File: src/rtl/muldiv_sched.sv
`default_nettype none
// muldiv_sched (rev 1.0): HI/LO owner and sequencer for a shared unsigned iterative mul/div engine.
// Signed operands are reduced to magnitudes on entry, and the result sign is restored in FIX.
module muldiv_sched #(
  parameter int W = 32
) (
  input  logic         clk,
  input  logic         rst,
  input  logic         op_valid,
  input  logic [2:0]   op_code,
  input  logic [W-1:0] op_a,
  input  logic [W-1:0] op_b,
  input  logic         flush,
  output logic         stall,
  output logic [W-1:0] rd_data,
  output logic         rd_valid,
  output logic         busy,
  output logic         dbz,
  output logic         eng_start,
  output logic         eng_abort,
  output logic         eng_op,
  output logic [W-1:0] eng_a,
  output logic [W-1:0] eng_b,
  input  logic         eng_done,
  input  logic [W-1:0] eng_hi,
  input  logic [W-1:0] eng_lo
);

  localparam logic [2:0] c_OP_MTHI = 3'd4;
  localparam logic [2:0] c_OP_MTLO = 3'd5;
  localparam logic [2:0] c_OP_MFHI = 3'd6;
  localparam logic [2:0] c_OP_MFLO = 3'd7;

  typedef enum logic [1:0] {
    S_IDLE  = 2'd0,
    S_ISSUE = 2'd1,
    S_WAIT  = 2'd2,
    S_FIX   = 2'd3
  } state_e;

  state_e         state_q;
  logic [W-1:0]   hi_q, lo_q;
  logic [W-1:0]   rd_data_q;
  logic [W-1:0]   mag_a_q, mag_b_q;
  logic [W-1:0]   res_hi_q, res_lo_q;
  logic           sa_q, sb_q, op_div_q;
  logic           rd_valid_q, dbz_q, eng_start_q, eng_abort_q;

  logic           accept;
  logic           sa_d, sb_d;
  logic [W-1:0]   mag_a_d, mag_b_d;
  logic [2*W-1:0] prod_raw, prod_fix;
  logic [W-1:0]   hi_d, lo_d;

  assign busy   = (state_q != S_IDLE);
  assign stall  = op_valid & busy & ~flush;
  assign accept = op_valid & ~busy & ~flush;

  // Only MULT (0) and DIV (2) are signed, so op_code[0] clear marks a signed op.
  always_comb begin
    sa_d    = op_a[W-1] & ~op_code[0];
    sb_d    = op_b[W-1] & ~op_code[0];
    mag_a_d = sa_d ? -op_a : op_a;
    mag_b_d = sb_d ? -op_b : op_b;
  end

  always_comb begin
    prod_raw = {res_hi_q, res_lo_q};
    prod_fix = (sa_q ^ sb_q) ? -prod_raw : prod_raw;
    if (op_div_q) begin
      lo_d = (sa_q ^ sb_q) ? -res_lo_q : res_lo_q;
      hi_d = sa_q ? -res_hi_q : res_hi_q;
    end else begin
      hi_d = prod_fix[2*W-1:W];
      lo_d = prod_fix[W-1:0];
    end
  end

  always_ff @(posedge clk or posedge rst) begin
    if (rst) begin
      state_q     <= S_IDLE;
      hi_q        <= '0;
      lo_q        <= '0;
      rd_data_q   <= '0;
      mag_a_q     <= '0;
      mag_b_q     <= '0;
      res_hi_q    <= '0;
      res_lo_q    <= '0;
      sa_q        <= 1'b0;
      sb_q        <= 1'b0;
      op_div_q    <= 1'b0;
      rd_valid_q  <= 1'b0;
      dbz_q       <= 1'b0;
      eng_start_q <= 1'b0;
      eng_abort_q <= 1'b0;
    end else begin
      rd_valid_q  <= 1'b0;
      dbz_q       <= 1'b0;
      eng_start_q <= 1'b0;
      eng_abort_q <= 1'b0;
      case (state_q)
        S_IDLE: begin
          if (accept) begin
            case (op_code)
              c_OP_MTHI: hi_q <= op_a;
              c_OP_MTLO: lo_q <= op_a;
              c_OP_MFHI: begin
                rd_data_q  <= hi_q;
                rd_valid_q <= 1'b1;
              end
              c_OP_MFLO: begin
                rd_data_q  <= lo_q;
                rd_valid_q <= 1'b1;
              end
              default: begin
                // Divide by zero never reaches the engine; results are fixed here.
                if (op_code[1] && (op_b == '0)) begin
                  hi_q  <= op_a;
                  lo_q  <= '1;
                  dbz_q <= 1'b1;
                end else begin
                  sa_q        <= sa_d;
                  sb_q        <= sb_d;
                  mag_a_q     <= mag_a_d;
                  mag_b_q     <= mag_b_d;
                  op_div_q    <= op_code[1];
                  eng_start_q <= 1'b1;
                  state_q     <= S_ISSUE;
                end
              end
            endcase
          end
        end
        S_ISSUE: begin
          if (flush) begin
            eng_abort_q <= 1'b1;
            state_q     <= S_IDLE;
          end else begin
            state_q <= S_WAIT;
          end
        end
        S_WAIT: begin
          if (flush) begin
            eng_abort_q <= 1'b1;
            state_q     <= S_IDLE;
          end else if (eng_done) begin
            res_hi_q <= eng_hi;
            res_lo_q <= eng_lo;
            state_q  <= S_FIX;
          end
        end
        S_FIX: begin
          // The instruction has already retired, so a flush here cannot cancel the write.
          hi_q    <= hi_d;
          lo_q    <= lo_d;
          state_q <= S_IDLE;
        end
        default: state_q <= S_IDLE;
      endcase
    end
  end

  assign rd_data   = rd_data_q;
  assign rd_valid  = rd_valid_q;
  assign dbz       = dbz_q;
  assign eng_start = eng_start_q;
  assign eng_abort = eng_abort_q;
  assign eng_op    = op_div_q;
  assign eng_a     = mag_a_q;
  assign eng_b     = mag_b_q;

endmodule
`default_nettype wire

File: config.mk
export PLATFORM = sky130hd
export DESIGN_NAME = muldiv_sched
export DESIGN_NICKNAME = d
export VERILOG_FILES = /design/src/rtl/muldiv_sched.sv
export SDC_FILE = /design/constraint.sdc
export NUM_CORES = 1
export LEC_CHECK = 0
export ABC_CLOCK_PERIOD_IN_PS = 18900
export BUFFER_PORTS_ARGS = -buffer_cell sky130_fd_sc_hd__buf_2
export CAP_MARGIN = 40
export CORE_MARGIN = 10
export CORE_UTILIZATION = 61
export CTS_CLUSTER_SIZE = 30
export DETAILED_ROUTE_END_ITERATION = 10
export MAX_ROUTING_LAYER = met4
export PLACE_DENSITY = 0.93
export SYNTH_ARGS = -nofsm -noshare
export SYNTH_HDL_FRONTEND = slang
export SYNTH_SLANG_ARGS = --single-unit
File: constraint.sdc
create_clock -name clk -period 18.9 [get_ports clk]
set_input_delay 3.78 -clock clk [delete_from_list [all_inputs] [get_ports clk]]
set_output_delay 3.78 -clock clk [all_outputs]
set_load 0.01 [all_outputs]
==> metrics.txt <==
outcome=finished clean; Iter 0 DRT Violations=roughly 1600; Worst-Skew Late Latency=approximately 0.53 ns; Core Region=~20000 µm²; fillers=between 1000 and 1500; dpl cell area=~14000 µm²; CP Max Fanout=6; Critical Path Most Common Cell=buf_2; port buffer count=between 200 and 250; largest family of logic cells by synthesized area=compound AO/OA/AOI/OAI gates; switching share of power=0.433; Post-synth ARST share=1.00; CTS tree=yes; dpl hpwl=approximately 30000 µm; unrepaired setup endpoints after global routing=false; CP cell instances=buf_2 -> nand2b_1 -> nor2_1 -> buf_2; DR vias=~11000; top post-synthesis cells by area=dfrtp_1 46%, mux2_2 5.7%, o21ai_0 5.6%, nand2_1 5.2%, xor2_1 4.4%; leakage=slightly above 7 nW; Design Area, Final=14800 µm²; Netlist cell types=between 60 and 70; part of the power in registers=0.353; setup bufs post-CTS=0; vias in the first global route=11200; layout cells sized above 1=0.259; GPL Wtd Cong=about 0.95; #FFs+latches synth=233; Internal=between 0.001 and 0.0015 W; endpoints failing hold=0; number of detailed-route iterations in the first pass=6; max-slew violations=0; Clock Tree Root=clkbuf_16; Total Wirelength=about 39000 µm; leading area contributor after synthesis=dfrtp_1; register area share after synthesis=0.462; worst relative slew slack=0.422; Final Setup Violations=0; Initial Utilization=0.621; drt drc=0; Mapped Area=around 13000 µm²; number of antenna-violating nets in the routed design=0; P&R area growth vs syn=17.7%; slowest cell delay on critical path=0.19 ns; Synth Area in Adders=0.00893; Simple-Gate Fraction of Synth Area=0.157; Avg Inst Size Synth=between 9 and 10 µm²; gr usage total=0.292; Synth Area in XOR/XNOR=0.0806; Crit Path Class=in -> out; Slowest-stage cell, CP=nand2b_1; GR Overflow Total=0; FMAX=0.123 GHz; row count=52; most instantiated cells after synthesis=233 x dfrtp_1, 176 x nand2_1, 140 x o21ai_0; CP Capture Type=output pin; Post-synth EDFFs=0; CP Buf/Inv Count=2; worst slew pin tran=0.862 ns; syn nets=1469; Sink Count=around 230; Die Y=around 160 µm; NetSw=~0.0011 W; Logic pwr share=0.453; Post-CTS Hold Fix Bufs=0; clk buf depth=3; Synth Flop Type=dfrtp_1; post-synth top area share=0.462; share of total power in the clock network=0.194; Cells after Synth=1324; Routed WL per cell=21.7 µm; DIE AREA=about 27000 µm²; vias per inst=6.25; final worst-path cycle share=0.429; global-route wire length before repair=60800 µm; maxcap violations=0; initial antenna violation count=3; Critical Path RT=roughly 15 ns; Layout Nets=approximately 1700; I/O pins=between 200 and 250; maximum VDD drop=0.000112 V; PwrDens=~180 nW/µm²; setup TNS=0 ns; die width=164 µm; top-count cell post-synth=dfrtp_1; post-CTS sizing=0; Worst Skew=0.0113 ns; Synth Area in Compound Gates=0.162; Worst-path clk slew=around 0.060 ns; HP Class=reg -> reg; crit-path leading delay family=simple AND/OR/NAND/NOR gates; CTS Buf Count=25; Yosys warnings=0; post-synthesis mux area share=0.0913; Final Critical Period=between 8 and 9 ns; WP data arrival=4.34 ns; Setup crit start kind=input pin; largest net degree at the start of global routing=approximately 110; H-tree Lvls=1
-- flip-flops by register name, indices dropped and copies added, names as in the netlist --
name       cells
sb_q           1
dbz            1
rd_data       32
eng_start      1
eng_abort      1
rd_valid       1
eng_a         32
state_q        2
res_hi_q      32
eng_b         32
sa_q           1
hi_q          32
res_lo_q      32
lo_q          32
eng_op         1
-- power by group through the flow --
stage | Clock, W | Combinational (W) | Sequential [W]
2_1_floorplan | 0 | 0.000751 | 0.000911
3_3_place_gp | 0 | 0.00112 | 0.000913
5_1_grt | 0.000533 | 0.00129 | 0.000957
3_5_place_dp | 0 | 0.00117 | 0.000929
4_1_cts | 0.000512 | 0.00118 | 0.000923
6_report | 0.000510 | 0.00119 | 0.000931
-- worst register-to-register path: stages (launching register included) --
cell and delay (ns):
dfrtp_1 0.46, nor4_1 0.69, nand4b_1 0.60, or3_1 0.58, o21ai_1 0.49, o21ai_0 0.24
xnor2_1 0.45, o21ai_1 0.11
-- final timing paths --
check / startpoint / to / slack, ns / cells past startpoint
hold reg to reg: eng_b[17] / eng_b[17] / 0.47 / 2
setup reg to reg: res_lo_q[11] / hi_q[12] / 15.15 / 7
max in group asynchronous: rst / eng_a[16] / 14.28 / 3
min in group asynchronous: rst / res_hi_q[6] / 3.34 / 2
setup / recovery: flush / stall / 10.78 / 4
hold / removal: eng_b[17] / eng_b[17] / 0.47 / 2
-- metal layers --
metal | share of wire | vias up | global-route usage
met5 | 0 | - | -
met4 | 0.034 | 0 | 0.102
met3 | 0.11 | 113 | 0.0646
met2 | 0.46 | 685 | 0.454
met1 | 0.39 | 5444 | 0.373
li1 | - | 5115 | -
-- per-stage QoR --
step / hold slack (ns) / utilization / std cells / setup WS [ns] / total power (W)
finish: 0.473 / 0.731 / 1817 / 10.78 / 0.00263
global route: 0.492 / 0.731 / 1815 / 10.74 / 0.00278
CTS: 0.477 / 0.730 / 1812 / 10.78 / 0.00261
detailed placement: 0.464 / 0.688 / 1768 / 10.80 / 0.00209
global placement: 0.456 / 0.682 / 1760 / 10.81 / 0.00203
floorplan: 0.447 / - / 1324 / 8.73 / 0.00166
-- layout by cell type (no fill, tap or decap), types with 28 or more instances in the layout --
cell / count
xor2_1: 63
a21oi_1: 69
nand2_1: 176
nor2_1: 71
dfrtp_1: 233
o21ai_0: 140
buf_2: 238
nor3_1: 31
o22ai_1: 28
xnor2_1: 53
mux2_2: 64
mux2i_1: 43
-- cell type report --
cell class	instances	area (µm²)	share of cell area
repair buffers	256	1390	0.0939
well taps	270	338	0.0228
inverters	23	93.8	0.00632
clock buffers	34	719	0.0485
multi-input cells	986	6310	0.425
flip-flops and latches	233	5830	0.393
clock inverters	10	138	0.00927
diodes	5	12.5	0.000843
-- kinds of logic after synthesis --
kind of cell	after synthesis
xor gates and xnor gates	116
adders and majority gates	9
and+or+nand+nor	409
muxes	107
DFF	233
AOI/OAI and AO/OA	345
buffers and inverters	105
(Power assumes the default switching activity.)
